`config.mk`:
```
export PLATFORM = sky130hd
export DESIGN_NAME = pixel_merge_buffer
export DESIGN_NICKNAME = d
export VERILOG_FILES = /design/src/rtl/pixel_pkg.sv /design/src/rtl/pixel_fifo.sv /design/src/rtl/pixel_merge_buffer.sv
export SDC_FILE = /design/constraint.sdc
export NUM_CORES = 1
export LEC_CHECK = 0
export ABC_AREA = 1
export BUFFER_PORTS_ARGS = -buffer_cell sky130_fd_sc_hd__clkbuf_2
export CAP_MARGIN = 20
export CELL_PAD_IN_SITES_DETAIL_PLACEMENT = 2
export CELL_PAD_IN_SITES_GLOBAL_PLACEMENT = 2
export CORE_ASPECT_RATIO = 1.5
export CORE_MARGIN = 2
export CORE_UTILIZATION = 42
export DETAILED_ROUTE_END_ITERATION = 6
export GPL_TIMING_DRIVEN = 1
export PLACE_DENSITY = 0.91
export SYNTH_ARGS = -nofsm -noshare
export SYNTH_HDL_FRONTEND = slang
export SYNTH_SLANG_ARGS = --single-unit
```
`constraint.sdc`:
```
create_clock -name aclk -period 3.85 [get_ports aclk]
set_input_delay 0.385 -clock aclk [delete_from_list [all_inputs] [get_ports aclk]]
set_output_delay 0.385 -clock aclk [all_outputs]
set_load 0.01 [all_outputs]
```
`src/rtl/pixel_pkg.sv`:
```
// pixel_pkg: shared types for the pixel merge buffer.
// Pixel bundle, FSM state encoding and core limit.
package pixel_pkg;

  localparam int MAX_CORES = 8;

  typedef struct packed {
    logic [7:0] r;
    logic [7:0] g;
    logic [7:0] b;
  } pixel_t;

  typedef enum logic [1:0] {
    ST_IDLE  = 2'd0,
    ST_RUN   = 2'd1,
    ST_FLUSH = 2'd2
  } state_e;

endpackage

```
`src/rtl/pixel_fifo.sv`:
```
// pixel_fifo: per-core pixel FIFO, power-of-2 depth.
// Register-array storage; head entry drives rdata_o.
module pixel_fifo
  import pixel_pkg::*;
#(
  parameter int DEPTH = 8
) (
  input  logic   clk_i,
  input  logic   rst_ni,
  input  logic   clr_i,
  input  logic   wr_en_i,
  input  pixel_t wdata_i,
  input  logic   rd_en_i,
  output pixel_t rdata_o,
  output logic   full_o,
  output logic   empty_o
);

  localparam int AW = (DEPTH > 1) ? $clog2(DEPTH) : 1;
  localparam logic [AW:0] FULL_CNT = (AW+1)'(DEPTH);

  pixel_t        mem_q [DEPTH];
  logic [AW-1:0] wr_ptr_q, wr_ptr_d;
  logic [AW-1:0] rd_ptr_q, rd_ptr_d;
  logic [AW:0]   cnt_q, cnt_d;
  logic          wr, rd;

  assign full_o  = (cnt_q == FULL_CNT);
  assign empty_o = (cnt_q == '0);
  assign wr      = wr_en_i && !full_o;
  assign rd      = rd_en_i && !empty_o;
  assign rdata_o = mem_q[rd_ptr_q];

  // Pointer and occupancy next-state; clear empties the FIFO.
  always_comb begin
    wr_ptr_d = wr_ptr_q;
    rd_ptr_d = rd_ptr_q;
    cnt_d    = cnt_q;
    if (clr_i) begin
      wr_ptr_d = '0;
      rd_ptr_d = '0;
      cnt_d    = '0;
    end else begin
      if (wr) wr_ptr_d = wr_ptr_q + 1'b1;
      if (rd) rd_ptr_d = rd_ptr_q + 1'b1;
      cnt_d = cnt_q + (AW+1)'(wr) - (AW+1)'(rd);
    end
  end

  // Pointer and occupancy registers.
  always_ff @(posedge clk_i or negedge rst_ni) begin
    if (!rst_ni) begin
      wr_ptr_q <= '0;
      rd_ptr_q <= '0;
      cnt_q    <= '0;
    end else begin
      wr_ptr_q <= wr_ptr_d;
      rd_ptr_q <= rd_ptr_d;
      cnt_q    <= cnt_d;
    end
  end

  // Storage write; contents need no reset.
  always_ff @(posedge clk_i) begin
    if (wr) mem_q[wr_ptr_q] <= wdata_i;
  end

endmodule

```
`src/rtl/pixel_merge_buffer.sv`:
```
// pixel_merge_buffer: merges per-core pixel streams into one raster.
// Optional PIXEL_MERGE_STATS_EN adds frame_count/stall_cycles.
module pixel_merge_buffer
  import pixel_pkg::*;
#(
  parameter int NUM_CORES  = 4,
  parameter int FIFO_DEPTH = 8,
  parameter int DIM_W      = 13
) (
  input  logic                   aclk,
  input  logic                   aresetn,
  input  logic                   start,
  input  logic [2:0]             extra_cores,
  input  logic [DIM_W-1:0]       image_width,
  input  logic [DIM_W-1:0]       image_height,
  input  logic [8*NUM_CORES-1:0] r_in,
  input  logic [8*NUM_CORES-1:0] g_in,
  input  logic [8*NUM_CORES-1:0] b_in,
  input  logic [NUM_CORES-1:0]   valid_in,
  output logic [NUM_CORES-1:0]   compute_ready,
  input  logic                   in_stream_ready,
  output logic [7:0]             out_r,
  output logic [7:0]             out_g,
  output logic [7:0]             out_b,
  output logic                   out_valid,
  output logic                   out_sof,
  output logic                   out_last_x,
  output logic                   busy
`ifdef PIXEL_MERGE_STATS_EN
  ,
  output logic [15:0]            frame_count,
  output logic [31:0]            stall_cycles
`endif
);

  localparam int PW = 2 * DIM_W;
  localparam logic [2:0] MAX_IDX = 3'(NUM_CORES - 1);

  state_e           state_q, state_d;
  logic [DIM_W-1:0] w_q, w_d, h_q, h_d;
  logic [DIM_W-1:0] x_q, x_d, y_q, y_d;
  logic [2:0]       amax_q, amax_d;
  logic [2:0]       sel_q, sel_d;
  logic [PW-1:0]    cnt_q, cnt_d;
  pixel_t           pix_q, pix_d;
  logic             ov_q, ov_d;
  logic             sof_q, sof_d;
  logic             lx_q, lx_d;

  pixel_t           fifo_dout [MAX_CORES];
  logic [MAX_CORES-1:0] fifo_full, fifo_empty;

  logic run, start_ok, load, x_last, y_last;

  assign run      = (state_q == ST_RUN);
  assign start_ok = (state_q == ST_IDLE) && start &&
                    (image_width != '0) && (image_height != '0);
  assign load     = run && (!ov_q || in_stream_ready) && !fifo_empty[sel_q];
  assign x_last   = (x_q == w_q - DIM_W'(1));
  assign y_last   = (y_q == h_q - DIM_W'(1));

  for (genvar k = 0; k < MAX_CORES; k++) begin : g_core
    if (k < NUM_CORES) begin : g_fifo
      pixel_t wdata;
      assign wdata = '{r: r_in[8*k +: 8], g: g_in[8*k +: 8], b: b_in[8*k +: 8]};
      assign compute_ready[k] = run && (3'(k) <= amax_q) && !fifo_full[k];
      pixel_fifo #(
        .DEPTH(FIFO_DEPTH)
      ) u_fifo (
        .clk_i  (aclk),
        .rst_ni (aresetn),
        .clr_i  (state_q == ST_IDLE),
        .wr_en_i(valid_in[k] && compute_ready[k]),
        .wdata_i(wdata),
        .rd_en_i(load && (sel_q == 3'(k))),
        .rdata_o(fifo_dout[k]),
        .full_o (fifo_full[k]),
        .empty_o(fifo_empty[k])
      );
    end else begin : g_tie
      assign fifo_dout[k]  = '0;
      assign fifo_full[k]  = 1'b1;
      assign fifo_empty[k] = 1'b1;
    end
  end

  // Frame FSM, raster position and output register next-state.
  always_comb begin
    state_d = state_q;
    w_d     = w_q;
    h_d     = h_q;
    x_d     = x_q;
    y_d     = y_q;
    amax_d  = amax_q;
    sel_d   = sel_q;
    cnt_d   = cnt_q;
    pix_d   = pix_q;
    ov_d    = ov_q;
    sof_d   = sof_q;
    lx_d    = lx_q;
    if (start_ok) begin
      state_d = ST_RUN;
      w_d     = image_width;
      h_d     = image_height;
      amax_d  = (extra_cores > MAX_IDX) ? MAX_IDX : extra_cores;
      sel_d   = '0;
      x_d     = '0;
      y_d     = '0;
      cnt_d   = '0;
    end
    if (load) begin
      pix_d = fifo_dout[sel_q];
      ov_d  = 1'b1;
      sof_d = (cnt_q == '0);
      lx_d  = x_last;
      x_d   = x_last ? '0 : x_q + DIM_W'(1);
      y_d   = x_last ? y_q + DIM_W'(1) : y_q;
      sel_d = (sel_q == amax_q) ? '0 : sel_q + 3'd1;
      cnt_d = cnt_q + PW'(1);
      if (x_last && y_last) state_d = ST_FLUSH;
    end else if (in_stream_ready) begin
      ov_d  = 1'b0;
      sof_d = 1'b0;
      lx_d  = 1'b0;
      if (state_q == ST_FLUSH) state_d = ST_IDLE;
    end
  end

  // State registers; reset drops any frame in progress.
  always_ff @(posedge aclk or negedge aresetn) begin
    if (!aresetn) begin
      state_q <= ST_IDLE;
      w_q     <= '0;
      h_q     <= '0;
      x_q     <= '0;
      y_q     <= '0;
      amax_q  <= '0;
      sel_q   <= '0;
      cnt_q   <= '0;
      pix_q   <= '0;
      ov_q    <= 1'b0;
      sof_q   <= 1'b0;
      lx_q    <= 1'b0;
    end else begin
      state_q <= state_d;
      w_q     <= w_d;
      h_q     <= h_d;
      x_q     <= x_d;
      y_q     <= y_d;
      amax_q  <= amax_d;
      sel_q   <= sel_d;
      cnt_q   <= cnt_d;
      pix_q   <= pix_d;
      ov_q    <= ov_d;
      sof_q   <= sof_d;
      lx_q    <= lx_d;
    end
  end

  assign out_r      = pix_q.r;
  assign out_g      = pix_q.g;
  assign out_b      = pix_q.b;
  assign out_valid  = ov_q;
  assign out_sof    = sof_q;
  assign out_last_x = lx_q;
  assign busy       = (state_q != ST_IDLE);

`ifdef PIXEL_MERGE_STATS_EN
  logic [15:0] frame_q;
  logic [31:0] stall_q;
  logic        frame_done;

  assign frame_done = (state_q == ST_FLUSH) && ov_q && in_stream_ready;

  // Completed-frame counter and saturating downstream stall counter.
  always_ff @(posedge aclk or negedge aresetn) begin
    if (!aresetn) begin
      frame_q <= '0;
      stall_q <= '0;
    end else begin
      if (frame_done) frame_q <= frame_q + 16'd1;
      if (start_ok)
        stall_q <= '0;
      else if (busy && ov_q && !in_stream_ready && (stall_q != '1))
        stall_q <= stall_q + 32'd1;
    end
  end

  assign frame_count  = frame_q;
  assign stall_cycles = stall_q;
`endif

endmodule
```
======== After elaboration in Yosys (flattened, before gate mapping) ========
Memories as Yosys holds them, arrays and structs flattened.
Cells that the tools add are included.
storage, ports and cells
  register bits ........................... 153
  bits in writable memories ............... 768
  bits of input ports ..................... 133
  output and inout port bits .............. 32
  word-level logic and storage cells ...... 188
  memories ................................ 4
memories
  memory                         words  width  rd ports  clocked after memory_dff  wr ports  line              source
  g_core[0].g_fifo.u_fifo.mem_q  8      24     1         0                         1         pixel_fifo.sv:22  pixel_t mem_q [DEPTH];
  g_core[1].g_fifo.u_fifo.mem_q  8      24     1         0                         1         pixel_fifo.sv:22
  g_core[2].g_fifo.u_fifo.mem_q  8      24     1         0                         1         pixel_fifo.sv:22
  g_core[3].g_fifo.u_fifo.mem_q  8      24     1         0                         1         pixel_fifo.sv:22
cells by class
  add/sub/neg operators ................... 22
  $lt $le $gt $ge ......................... 7
  equality and inequality tests ........... 13
  mux-type cells .......................... 53
  bitwise gates (word level) .............. 1
  reduce and logical (&&, ||, !) cells .... 62
operators with widths
  operator                                                                number
  24-bit binary-select mux with 3-bit select                              1
  13-bit two-way mux                                                      5
  3-bit two-way mux                                                       20
  26-bit two-way mux                                                      2
  24-bit two-way mux                                                      2
  1-bit logical AND                                                       30
  3-bit by 1-bit adder with 3-bit output (second input constant)          9
  13-bit by 1-bit adder with 13-bit output (second input constant)        2
  26-bit by 1-bit adder with 26-bit output (second input constant)        1
  13-bit equality test                                                    2
  26-bit zero test                                                        1
  13-bit nonzero test                                                     2
  13-bit by 1-bit subtractor with 13-bit output (second input constant)   2
  2-bit nonzero test                                                      11
  4-bit by 1-bit adder with 4-bit output                                  4
  4-bit equality test (second input constant)                             4
  4-bit zero test                                                         4
  4-bit two-way mux                                                       4
  4-bit by 1-bit subtractor with 4-bit output                             4
  1-bit two-way mux                                                       13
  1-bit zero test                                                         10
  2-bit two-way mux                                                       5
  3-bit by 2-bit equality test with 1-bit output (second input constant)  2
  1-bit by 3-bit <= comparator with 1-bit output (first input constant)   2
  other kinds (15)                                                        16

======== Logic depth before layout (Yosys ltp) ========
  depth in word-level cells ............... 9
  depth in mapped cells ................... 15

======== Hierarchy ========
A second synthesis with hierarchy kept.
second synthesis, totals
  cell total of the unflattened synthesis .. 4,692
  area total of the unflattened synthesis .. 43,444.2 µm²
by module, submodules not included
  module                                    instances  cells an instance  area an instance (µm²)  sequential area each (µm²)
  pixel_fifo (g_core[2].g_fifo.u_fifo ...)  2          920                9,047.4                 6,015.8
  pixel_fifo (g_core[0].g_fifo.u_fifo)      1          920                9,048.7                 6,015.8
  pixel_fifo (g_core[1].g_fifo.u_fifo)      1          920                9,046.2                 6,015.8
  pixel_merge_buffer                        1          1,012              7,254.5                 2,827.7

======== Worst setup path after synthesis ========
Ideal clock, no wire load.
  path type ............................... register to register
  start point ............................. register state_q[1]
  end point ............................... memory g_core[3].g_fifo.u_fifo.mem_q[0][0] in the netlist's numbering, enable pin
  setup time .............................. 435 ps
  data arrival time ....................... 3,036 ps
  data required time ...................... 3,415 ps
  path slack .............................. 379 ps
  cell stages (with the launch flop) ...... 10
  path buffers ............................ 0
  period minus slack after synthesis ...... 3,471 ps
  path through ............................ dfrtp_1 > inv_1 > nand2_1 > nor2_1 > inv_1 > a211oi_1 > nand2_1 > inv_1 > nand2_1 > nor3_1
on the way
  word-level cells in the longest chain between the ends .. 7
ends and longest elaborated chain
  what                                            line                       source
  start: declaration                              pixel_merge_buffer.sv:39   state_e state_q, state_d;
  start signal: assignment                        pixel_merge_buffer.sv:145  state_q <= state_d;
  2-bit by 1-bit equality test with 1-bit output  pixel_merge_buffer.sv:55   assign run = (state_q == ST_RUN);
  1-bit logical AND (2 in a row)                  pixel_merge_buffer.sv:66   assign compute_ready[k] = run && (3'(k) <= amax_q) && !fifo_full[k];
  net compute_ready[3]                            pixel_merge_buffer.sv:20   output logic [NUM_CORES-1:0] compute_ready,
  1-bit logical AND                               pixel_merge_buffer.sv:73   .wr_en_i(valid_in[k] && compute_ready[k]),
  1-bit logical AND                               pixel_fifo.sv:30           assign wr = wr_en_i && !full_o;
  1-bit two-way mux                               pixel_fifo.sv:65           if (wr) mem_q[wr_ptr_q] <= wdata_i;
  1-bit two-way mux (implied by the code)         pixel_fifo.sv:65
  end: declaration                                pixel_fifo.sv:22
The timed path passes the listed nets, and every way through them passes these cells.

======== Worst setup path in the final report ========
  start point ............................. register g_core[2].g_fifo.u_fifo.cnt_q[3]
  end point ............................... register g_core[3].g_fifo.u_fifo.cnt_q[3]
on the way
  word-level cells in the longest chain between the ends .. 9
ends and longest elaborated chain
  what                                         line                      source
  start: declaration                           pixel_fifo.sv:25          logic [AW:0] cnt_q, cnt_d;
  start signal: assignment                     pixel_fifo.sv:59          cnt_q <= cnt_d;
  4-bit zero test                              pixel_fifo.sv:29          assign empty_o = (cnt_q == '0);
  1-bit binary-select mux with 3-bit select    pixel_merge_buffer.sv:58  assign load = run && (!ov_q || in_stream_ready) && !fifo_empty[sel_q];
  1-bit two-way mux (implied by the code)      pixel_merge_buffer.sv:58
  1-bit zero test                              pixel_merge_buffer.sv:58
  1-bit logical AND                            pixel_merge_buffer.sv:58
  1-bit logical AND                            pixel_merge_buffer.sv:75  .rd_en_i(load && (sel_q == 3'(k))),
  1-bit logical AND                            pixel_fifo.sv:31          assign rd = rd_en_i && !empty_o;
  4-bit by 1-bit subtractor with 4-bit output  pixel_fifo.sv:46          cnt_d = cnt_q + (AW+1)'(wr) - (AW+1)'(rd);
  4-bit two-way mux                            pixel_fifo.sv:39          if (clr_i) begin
  net g_core[3].g_fifo.u_fifo.cnt_d[3]         pixel_fifo.sv:25
  end signal: assignment                       pixel_fifo.sv:59
  end: declaration                             pixel_fifo.sv:25
The timed path passes the listed nets, and every way through them passes these cells. The select of a mux whose other input is x is not followed.
A chain may end at the register's enable or synchronous reset.

==> results.json <==
{
  "status": "finished clean",
  "ys_ff_latch": 921,
  "critPathKind": "flop to flop",
  "hold_violations": 0,
  "num_rows": 136,
  "yosysWarnings": 0,
  "core_area_um2": 91700,
  "relSlewSlack_pct": 28.6,
  "dp.cells": 4586,
  "cp_max_fo": 13,
  "synth_cell_types": 44,
  "fin_crit_sh_pct": 94.0,
  "cts.sinks": 921,
  "drt_iter0_drc": 3100,
  "synth.area.top_cells": "edfxtp_1, dfrtp_1, o21ai_0, nor2_1, nand2_1",
  "yosysTopAreaCell": "edfxtp_1",
  "crit_start": "g_core[2].g_fifo.u_fifo.cnt_q[3]",
  "power_frac_clock_pct": 27.3,
  "clk_path_buf_depth": 3,
  "via_per_inst": 6.28,
  "finClkSkew_ps": 43.0,
  "syn_inst": 3352,
  "setup_violations": 0,
  "route.detailed.drc": 0,
  "cts_inserted_buffers": 93,
  "synthTopCellsByCount": "edfxtp_1, nor2_1, nand2_1, o21ai_0, nand3_1",
  "tightest_slew_ps": 1070,
  "hp-start": "r_in[24]",
  "hp-class": "input port to flop",
  "worst_ep_required_time_ps": 4460,
  "seq_power_share_pct": 36.4,
  "setup-tns-final_ps": 0,
  "cts_tree": "yes",
  "dieWidth_um": 252,
  "htreeDepth": 3,
  "grt_pass1_vias": 33600,
  "netSwitchingFraction_pct": 42.6,
  "power_switching_mw": 15.6,
  "syn_area_per_cell_um2": 11.6,
  "grt_max_degree": 98,
  "fp.dieH_um": 377,
  "num_vias": 30500,
  "p_comb_share_pct": 36.3,
  "rrSetupSlack_ps": 230,
  "r2r_cells": 14,
  "clock.fmax_mhz": 276,
  "post_cts_buffers": 0,
  "grt_pass1_wl_mm": 235,
  "antenna_left": 0,
  "synth-main-ff-cell": "edfxtp_1",
  "clock_latency_ps": 730,
  "worst_r2r_endpoint": "g_core[3].g_fifo.u_fifo.cnt_q[3]",
  "worst_slack_ps": 230,
  "p_per_area_nw_per_um2": 805,
  "grt_use_total_pct": 33.8,
  "synth-async-reset-ratio_pct": 16.6,
  "rsz0062_at_grt": "false",
  "nets": 3780,
  "start_util_pct": 42.4,
  "design_area_um2": 45300,
  "drive_gt1_share_pct": 13.0,
  "wl_per_cell_um": 33.8,
  "seq_area_frac_synth_pct": 69.2,
  "area_growth_pct": 16.6,
  "synth_edf_count": 768,
  "synth_top_area_share_pct": 59.3,
  "root_buffer": "clkbuf_16",
  "ios": 165,
  "power.leakage_nw": 16.5,
  "cp-end-kind": "flop",
  "min_period_ps": 3620,
  "r2r_start": "g_core[2].g_fifo.u_fifo.cnt_q[3]",
  "slew_violations": 0,
  "drt-pass1-iter-count": 5,
  "synth.most_common_cell": "edfxtp_1",
  "stdcell_count": 4861,
  "arrival_ps": 4230,
  "dp_slack_ps": 530,
  "hold_depth": 1,
  "antenna_found_initial": 9,
  "p_int_mw": 20.9,
  "start_kind": "flop",
  "gr-total-overflow": 0,
  "syn_area_um2": 38900,
  "die_area_um2": 95000,
  "synthesis.nets": 3532,
  "wirelength_mm": 164,
  "port_buffers": 164,
  "cts.clk_slew.worst_paths_ps": 70,
  "maxCapViolCount": 0,
  "min_to": "g_core[3].g_fifo.u_fifo.mem_q[0][16]",
  "gp_congestion": 0.823,
  "fill_cells": 8781,
  "dp_hpwl_mm": 94.8,
  "placed_area_um2": 41200,
  "peakVddDrop_mv": 0.537
}
## registers in the layout, indices dropped and copies added (netlist names)
| signal | flops |
|---|---|
| g_core.g_fifo.u_fifo.mem_q | 768 |
| cnt_q | 26 |
| g_core.g_fifo.u_fifo.cnt_q | 16 |
| h_q | 13 |
| w_q | 13 |
| x_q | 13 |
| y_q | 13 |
| g_core.g_fifo.u_fifo.rd_ptr_q | 12 |
| g_core.g_fifo.u_fifo.wr_ptr_q | 12 |
| out_b | 8 |
| out_g | 8 |
| out_r | 8 |
| amax_q | 3 |
| sel_q | 3 |
| state_q | 2 |
| out_last_x | 1 |
| out_sof | 1 |
| out_valid | 1 |
## per-layer routing
| metal | vias up | share of wire (%) | global-route usage [%] |
|---|---|---|---|
| met5 | - | 0.0079 | 0 |
| met4 | 2 | 7.3 | 21.3 |
| met3 | 555 | 6.6 | 5.62 |
| met1 | 15800 | 36 | 38.0 |
| li1 | 12500 | - | - |
| met2 | 1671 | 50 | 59.4 |
## worst max-delay path by stage
stage | to | slack (ps) | cells past startpoint
floorplan | g_core[3].g_fifo.u_fifo.mem_q[0][0] | 380 | 9
detailed placement | y_q[0] | 530 | 11
finish | g_core[3].g_fifo.u_fifo.cnt_q[3] | 230 | 14
global placement | y_q[0] | 880 | 11
CTS | g_core[3].g_fifo.u_fifo.cnt_q[3] | 380 | 14
global route | y_q[5] | 220 | 11
## area by class of cell
class                   count  area (um2)  area share, %
flip-flops and latches    921       26900           59.4
multi-input cells        2075       10700           23.5
clock buffers             115        2500           5.52
repair buffers            341        2460           5.43
well taps                1173        1470           3.24
clock inverters            60         669           1.48
inverters                 168         631           1.39
diodes                      8        20.0         0.0442
## kinds of logic after synthesis
family	synth area share, %
buffers and inverters	3.61
AND/OR/NAND/NOR	13.3
adder cells (fa/ha/maj)	1.59
AO/OA/AOI/OAI	11.0
flip-flops	69.2
XOR/XNOR	1.24
## worst max-delay path: stages, from the launching register on
cell	delay, ps
dfrtp_1	370
inv_1	140
ha_1	250
nand3_1	140
nand2_1	70
nand3_1	120
nand3_2	360
nor2_1	510
ha_1	260
inv_1	80
ha_1	290
a21o_1	190
a21oi_1	260
o21ai_0	210
a21oi_1	250
## per-stage QoR
stage	total power [mW]	hold slack, ps	util (%)
2_1_floorplan	19.8	89.4	-
3_3_place_gp	23.7	463	44.9
3_5_place_dp	25.2	519	44.9
4_1_cts	35.8	0.737	49.4
5_1_grt	37.4	36.5	49.4
6_report	36.5	10.6	49.4
## cells in the final DEF (no fill, tap or decap), drive strengths merged, types with 2 or more instances in the layout
master and count:
or2 3, o22ai 79, buf 86, o211ai 45, inv 170, a21o 4, fa 4, clkinv 39
nand2 433, nand3 199, o221ai 99, a211oi 5, nand4 21, clkinvlp 8, dlygate4sd3 92, o21ai 463
xnor2 20, ha 43, nor4 11, diode 8, o21a 2, bufinv 11, xor2 35, clkbuf 278
and3 2, nor3 27, a31oi 3, dfrtp 153, nor2 540, a21oi 29, edfxtp 768, nand3b 4
## power groups by stage
| stage | Clock (mW) | Sequential, mW | Combinational (mW) |
|---|---|---|---|
| floorplan | 0 | 12.9 | 6.83 |
| global placement | 0 | 13.1 | 10.6 |
| detailed placement | 0 | 13.3 | 11.9 |
| CTS | 9.88 | 13.2 | 12.8 |
| global route | 10.2 | 13.3 | 13.9 |
| finish | 9.95 | 13.3 | 13.3 |
## repair_timing
action	4_1_cts	5_1_grt
endpoints found under the hold margin	587	0
endpoints found under the setup margin	0	0
hold buffers	92	0
resized for setup	0	0
(Power assumes the default switching activity.)
